## src/rtl/seg_display_scheduler_if.sv

```systemverilog
// seg_display_scheduler_if: bundles the source requests/values and the
// digit handshake toward the display driver.
//   req[2:0]      per-source display request (0 peak, 1 raw volume, 2 frequency)
//   data0..data2  12-bit binary source values
//   display_ready driver accepts digits
//   grant[2:0]    one-hot current owner, 000 when idle
//   digits[15:0]  BCD digits, [15:12] thousands .. [3:0] units
//   digits_valid  digits valid, held until accepted
// master: sources + display driver side; slave: the scheduler.
interface seg_display_scheduler_if;
    logic [2:0]  req;
    logic [11:0] data0;
    logic [11:0] data1;
    logic [11:0] data2;
    logic        display_ready;
    logic [2:0]  grant;
    logic [15:0] digits;
    logic        digits_valid;

    modport master (
        output req, data0, data1, data2, display_ready,
        input  grant, digits, digits_valid
    );

    modport slave (
        input  req, data0, data1, data2, display_ready,
        output grant, digits, digits_valid
    );
endinterface

```

## src/rtl/seg_display_scheduler.sv

```systemverilog
// seg_display_scheduler: round-robin sharing of the 4-digit display between
// three sources, with a sequential double-dabble binary-to-BCD conversion,
// a valid/ready hand-off to the display driver and a minimum hold time.
// Ports:
//   clk    rising-edge clock
//   rst_n  asynchronous active-low reset
//   bus    seg_display_scheduler_if.slave (req/data in, grant/digits out)
// Parameter HOLD_CYCLES (1..65535): minimum cycles a presented value stays
// granted after the driver accepted it.
// Optional macro SEG_SCHED_BLANK_EN: leading zero nibbles become 4'hF.
module seg_display_scheduler #(
    parameter int unsigned HOLD_CYCLES = 1000
) (
    input logic                    clk,
    input logic                    rst_n,
    seg_display_scheduler_if.slave bus
);

    localparam int unsigned DATA_W = 12;
    localparam int unsigned BCD_W  = 16;
    localparam int unsigned SRC_N  = 3;
    localparam int unsigned IDX_W  = 2;
    localparam int unsigned ITER_W = 4;
    localparam int unsigned HOLD_W = 16;

    localparam logic [ITER_W-1:0] ITER_LAST = ITER_W'(DATA_W - 1);
    localparam logic [HOLD_W-1:0] HOLD_LOAD = HOLD_W'(HOLD_CYCLES - 1);
    localparam logic [IDX_W-1:0]  LAST_RST  = IDX_W'(SRC_N - 1);

    typedef enum logic [1:0] {
        IDLE,
        CONV,
        PRESENT,
        HOLD
    } state_t;

    state_t              state_q, state_d;
    logic [IDX_W-1:0]    last_q, last_d;
    logic [SRC_N-1:0]    grant_q, grant_d;
    logic [DATA_W-1:0]   bin_q, bin_d;
    logic [BCD_W-1:0]    bcd_q, bcd_d;
    logic [ITER_W-1:0]   iter_q, iter_d;
    logic [HOLD_W-1:0]   hold_q, hold_d;
    logic [BCD_W-1:0]    digits_q, digits_d;
    logic                valid_q, valid_d;

    logic [IDX_W-1:0]    win_idx;
    logic [DATA_W-1:0]   win_data;
    logic [BCD_W-1:0]    bcd_adj;
    logic [BCD_W-1:0]    bcd_shift;
    logic [BCD_W-1:0]    digits_fmt;

    // Round-robin winner: search starts at the source after the last winner.
    always_comb begin : arbitrate
        win_idx = 2'd0;
        unique case (last_q)
            2'd0: begin
                if (bus.req[1])      win_idx = 2'd1;
                else if (bus.req[2]) win_idx = 2'd2;
                else                 win_idx = 2'd0;
            end
            2'd1: begin
                if (bus.req[2])      win_idx = 2'd2;
                else if (bus.req[0]) win_idx = 2'd0;
                else                 win_idx = 2'd1;
            end
            default: begin
                if (bus.req[0])      win_idx = 2'd0;
                else if (bus.req[1]) win_idx = 2'd1;
                else                 win_idx = 2'd2;
            end
        endcase
    end

    // Winner's value mux.
    always_comb begin : select_data
        win_data = bus.data0;
        unique case (win_idx)
            2'd0:    win_data = bus.data0;
            2'd1:    win_data = bus.data1;
            default: win_data = bus.data2;
        endcase
    end

    // One double-dabble step: add 3 to nibbles >= 5, then shift in the next bit.
    always_comb begin : dabble
        bcd_adj = bcd_q;
        for (int i = 0; i < 4; i++) begin
            if (bcd_q[i*4 +: 4] >= 4'd5) begin
                bcd_adj[i*4 +: 4] = bcd_q[i*4 +: 4] + 4'd3;
            end
        end
        bcd_shift = {bcd_adj[BCD_W-2:0], bin_q[DATA_W-1]};
    end

    // Display formatting of the final step's result.
    always_comb begin : format
        digits_fmt = bcd_shift;
`ifdef SEG_SCHED_BLANK_EN
        // Blank leading zeros from the left; units always shown.
        if (bcd_shift[15:12] == 4'd0) begin
            digits_fmt[15:12] = 4'hF;
            if (bcd_shift[11:8] == 4'd0) begin
                digits_fmt[11:8] = 4'hF;
                if (bcd_shift[7:4] == 4'd0) begin
                    digits_fmt[7:4] = 4'hF;
                end
            end
        end
`endif
    end

    // State and datapath registers.
    always_ff @(posedge clk or negedge rst_n) begin : regs
        if (!rst_n) begin
            state_q  <= IDLE;
            last_q   <= LAST_RST;
            grant_q  <= '0;
            bin_q    <= '0;
            bcd_q    <= '0;
            iter_q   <= '0;
            hold_q   <= '0;
            digits_q <= '0;
            valid_q  <= 1'b0;
        end else begin
            state_q  <= state_d;
            last_q   <= last_d;
            grant_q  <= grant_d;
            bin_q    <= bin_d;
            bcd_q    <= bcd_d;
            iter_q   <= iter_d;
            hold_q   <= hold_d;
            digits_q <= digits_d;
            valid_q  <= valid_d;
        end
    end

    // Next-state and next-output logic.
    always_comb begin : next_state
        state_d  = state_q;
        last_d   = last_q;
        grant_d  = grant_q;
        bin_d    = bin_q;
        bcd_d    = bcd_q;
        iter_d   = iter_q;
        hold_d   = hold_q;
        digits_d = digits_q;
        valid_d  = valid_q;

        unique case (state_q)
            IDLE: begin
                grant_d = '0;
                if (|bus.req) begin
                    last_d  = win_idx;
                    grant_d = 3'b001 << win_idx;
                    bin_d   = win_data;
                    bcd_d   = '0;
                    iter_d  = '0;
                    state_d = CONV;
                end
            end
            CONV: begin
                bcd_d  = bcd_shift;
                bin_d  = {bin_q[DATA_W-2:0], 1'b0};
                iter_d = iter_q + 4'd1;
                if (iter_q == ITER_LAST) begin
                    digits_d = digits_fmt;
                    valid_d  = 1'b1;
                    state_d  = PRESENT;
                end
            end
            PRESENT: begin
                if (bus.display_ready) begin
                    valid_d = 1'b0;
                    hold_d  = HOLD_LOAD;
                    state_d = HOLD;
                end
            end
            HOLD: begin
                // Leave on expiry or when the owner withdraws its request.
                if ((hold_q == '0) || ((bus.req & grant_q) == '0)) begin
                    grant_d = '0;
                    state_d = IDLE;
                end else begin
                    hold_d = hold_q - 16'd1;
                end
            end
            default: begin
                grant_d = '0;
                valid_d = 1'b0;
                state_d = IDLE;
            end
        endcase
    end

    assign bus.grant        = grant_q;
    assign bus.digits       = digits_q;
    assign bus.digits_valid = valid_q;

endmodule
```

## src/flat_wrapper.sv

```systemverilog
// flat-port wrapper written by rule: the top's interface ports become plain ports
module seg_display_scheduler_flat 
#(
    parameter int unsigned HOLD_CYCLES = 1000
)
  (clk, rst_n, bus_req, bus_data0, bus_data1, bus_data2, bus_display_ready, bus_grant, bus_digits, bus_digits_valid);
  seg_display_scheduler_if bus_i ();
  input logic clk;
  input logic rst_n;
  input wire logic [$bits(bus_i.req)-1:0] bus_req;
  input wire logic [$bits(bus_i.data0)-1:0] bus_data0;
  input wire logic [$bits(bus_i.data1)-1:0] bus_data1;
  input wire logic [$bits(bus_i.data2)-1:0] bus_data2;
  input wire logic [$bits(bus_i.display_ready)-1:0] bus_display_ready;
  output wire logic [$bits(bus_i.grant)-1:0] bus_grant;
  output wire logic [$bits(bus_i.digits)-1:0] bus_digits;
  output wire logic [$bits(bus_i.digits_valid)-1:0] bus_digits_valid;
  assign bus_i.req = bus_req;
  assign bus_i.data0 = bus_data0;
  assign bus_i.data1 = bus_data1;
  assign bus_i.data2 = bus_data2;
  assign bus_i.display_ready = bus_display_ready;
  assign bus_grant = bus_i.grant;
  assign bus_digits = bus_i.digits;
  assign bus_digits_valid = bus_i.digits_valid;
  seg_display_scheduler #(.HOLD_CYCLES(HOLD_CYCLES)) u_core (.clk(clk), .rst_n(rst_n), .bus(bus_i));
endmodule
```

## config.mk

```make
export PLATFORM = sky130hd
export DESIGN_NAME = seg_display_scheduler_flat
export DESIGN_NICKNAME = d
export VERILOG_FILES = /design/src/rtl/seg_display_scheduler_if.sv /design/src/rtl/seg_display_scheduler.sv /design/src/flat_wrapper.sv
export SDC_FILE = /design/constraint.sdc
export NUM_CORES = 1
export LEC_CHECK = 0
export BUFFER_PORTS_ARGS = -buffer_cell sky130_fd_sc_hd__buf_2
export CORE_MARGIN = 2
export CORE_UTILIZATION = 25
export DETAILED_ROUTE_END_ITERATION = 7
export PLACE_DENSITY_LB_ADDON = 0.2
export SLEW_MARGIN = 40
export SYNTH_ARGS = -nofsm -noshare
export SYNTH_HDL_FRONTEND = slang
export SYNTH_SLANG_ARGS = --single-unit
```

## constraint.sdc

```tcl
create_clock -name clk -period 3.3 [get_ports clk]
set_clock_uncertainty 0.2 [all_clocks]
set_input_delay 0.66 -clock clk [delete_from_list [all_inputs] [get_ports clk]]
set_output_delay 0.66 -clock clk [all_outputs]
set_load 0.005 [all_outputs]
```

==> metrics.yaml <==
outcome: "completed"
setup-tns-final_ns: 0
drv_cap: 0
die_x_um: 127
r2r-end: "u_core.hold_q[11]"
cts_hold_buf: 0
grt_usage_pct: 11.4
ys_seq_area_share_pct: 47.7
power.leakage_nw: 2.07
synth.area.top_cells: "dfrtp_1, ha_1, a21oi_1"
p_per_area_nw_per_um2: 812
dieHeight_um: 127
routed-via-count: 3039
num_io_pins: 62
grt_pass1_wl_mm: 14.6
antenna_found_initial: 0
setup_violations: 0
wl_met2_mm: 3.95
drt-met1-wl_mm: 4.23
drive_gt1_share_pct: 21.6
coreArea_um2: 14600
r2r_cells: 7
synth_ff_type: "dfrtp_1"
min_period_over_period_pct: 80.1
worstMarginPinSlew_ns: 0.736
postSynthAreaPerCell_um2: 9.73
yosysTopAreaCell: "dfrtp_1"
port-buffer-count: 61
rsz0062_at_grt: "no"
slew_viol_final: 0
drcViolationCount: 0
highest_layer: "met4"
critPathCapture: "u_core.hold_q[11]"
drt_iter0_drc: 169
layout_common_cells: "dfrtp_1, buf_2, nand2_1"
syn2layout_area_growth_pct: 22.8
start_util_pct: 25.8
cts_root_buffer: "clkbuf_16"
wl_mm: 8.71
path_clk_slew_ns: 0.06
drtPass1Iterations: 4
std_cell_rows: 44
r2r-start: "u_core.state_q[0]"
synth.distinct_cells: 54
syn_nets: 444
cts_tree: "yes"
dp_cells: 621
yosysTopAreaCellShare_pct: 47.1
hold_path_class: "input pin to asynchronous set/reset pin"
clock_sinks: 72
cts_made_buffers: 9
wire_per_inst_um: 13.7
rrSetupSlack_ns: 0.66
min_period_ns: 2.64
antenna_cells: 0
final_cells: 637
ir_drop_mv: 0.263
wl_met3_um: 360
crit_type: "flop to flop"
drtAntennaViolNets: 0
clkLatencyLatePin_ns: 0.33
grt_overflow: 0
dieArea_um2: 16100
nNetsFinal: 504
cts_max_level: 3
critPathMaxFanout: 12
vias_per_cell: 4.77
cp_data_required_time_ns: 3.36
grt_start_max_net_pins: 73
multiInputGateArea_um2: 1840
relSlewSlack_pct: 50.7
hold_viol_final: 0
cp_data_arrival_time_ns: 2.71
end_kind: "flop"
dpl.hpwl_mm: 6.20
final_common_cell: "dfrtp_1"
startpoint: "u_core.state_q[0]"
start_kind: "flop"
ys_seq_elements: 72
ctsLongestPathBuffers: 2
synth_edf_count: 0
post_cts_resized: 0
syn_area_um2: 3780
synthArstFlopShare_pct: 100
synthCells: 388
seqCellArea_um2: 1800
fill_cells: 1564
synth_warnings: 0
cts_setup_buffers: 0
fmax_ghz: 0.378
routabilityCongestion: 0.746
grt_pass1_vias: 2912
## layout make-up
class	instances	area share, %
timing repair buffer	67	7.69
clock inverter	7	2.37
sequential	72	38.9
tap	184	4.96
inverter	18	1.46
multi-input combinational	280	39.8
clock buffer	9	4.86
## cells in the mapped netlist, drive strengths merged, types with 2 or more instances
cell type	number
xnor2	5
nand4b	3
a32o	5
mux2	6
nand2	31
inv	18
xor2	11
mux2i	2
buf	2
nand2b	5
nor3	3
o22ai	10
nor2	17
ha	14
a32oi	2
and3	12
or4	4
dfrtp	71
nand3b	4
nand3	6
o31ai	7
or3	3
a21oi	29
clkbuf	16
nand4	6
nor4	3
and2	3
nor3b	9
o21ai	39
a21o	2
nor2b	15
a221oi	12
## worst min-delay path by stage
stage                             end  slack, ns  depth (start not counted)
detailed placement   u_core.hold_q[0]       0.25                          1
finish              u_core.hold_q[15]       0.14                          1
global route        u_core.hold_q[15]       0.21                          1
CTS                 u_core.hold_q[15]       0.18                          1
global placement     u_core.hold_q[0]       0.25                          1
floorplan             u_core.bcd_q[0]       0.16                          0
## flip-flops by register name, indices dropped and copies added (netlist names)
signal,cells
u_core.hold_q,16
u_core.bus.digits,16
u_core.state_q,2
u_core.last_q,2
u_core.bcd_q,16
u_core.bin_q,12
u_core.bus.digits_valid,1
u_core.bus.grant,3
u_core.iter_q,4
## through the flow
stage / utilization, % / instance area (um^2) / setup slack (ns) / hold WS [ns] / power (mW)
2_1_floorplan: - / 3780 / 1.05 / 0.164 / 2.27
3_3_place_gp: 29.3 / 4290 / 0.638 / 0.248 / 2.65
3_5_place_dp: 29.3 / 4290 / 0.594 / 0.254 / 2.69
4_1_cts: 31.6 / 4630 / 0.670 / 0.180 / 3.82
5_1_grt: 31.7 / 4640 / 0.458 / 0.206 / 4.09
6_report: 31.7 / 4640 / 0.655 / 0.144 / 3.76
## per-layer routing
layer	track usage, %	vias to the layer above
met2	17.4	71
met3	2.53	11
li1	-	1535
met5	0	-
met4	5.88	0
met1	15.3	1422
## power breakdown
group	switching [mW]	internal, mW
Clock	0.375	0.733
Combinational	0.790	0.554
Sequential	0.181	1.13
Total	1.35	2.42
## critical path, stage by stage, from the launching register on
cell and delay, ns:
dfrtp_1 0.40, inv_1 0.12, ha_1 0.27, mux2i_1 0.10, nor2_1 0.57, nand3b_1 0.26
or4_1 0.51, a21oi_1 0.15
## logic make-up after synthesis
logic type	after synthesis	synth area share (%)
buffers and inverters	36	3.61
multiplexers	8	2.32
flip-flops	72	47.7
adder cells (fa/ha/maj)	14	4.64
AND/OR/NAND/NOR	129	19.4
AO/OA/AOI/OAI	113	18.5
XOR/XNOR	16	3.71
Note: power is estimated with default switching activity, not from simulation.
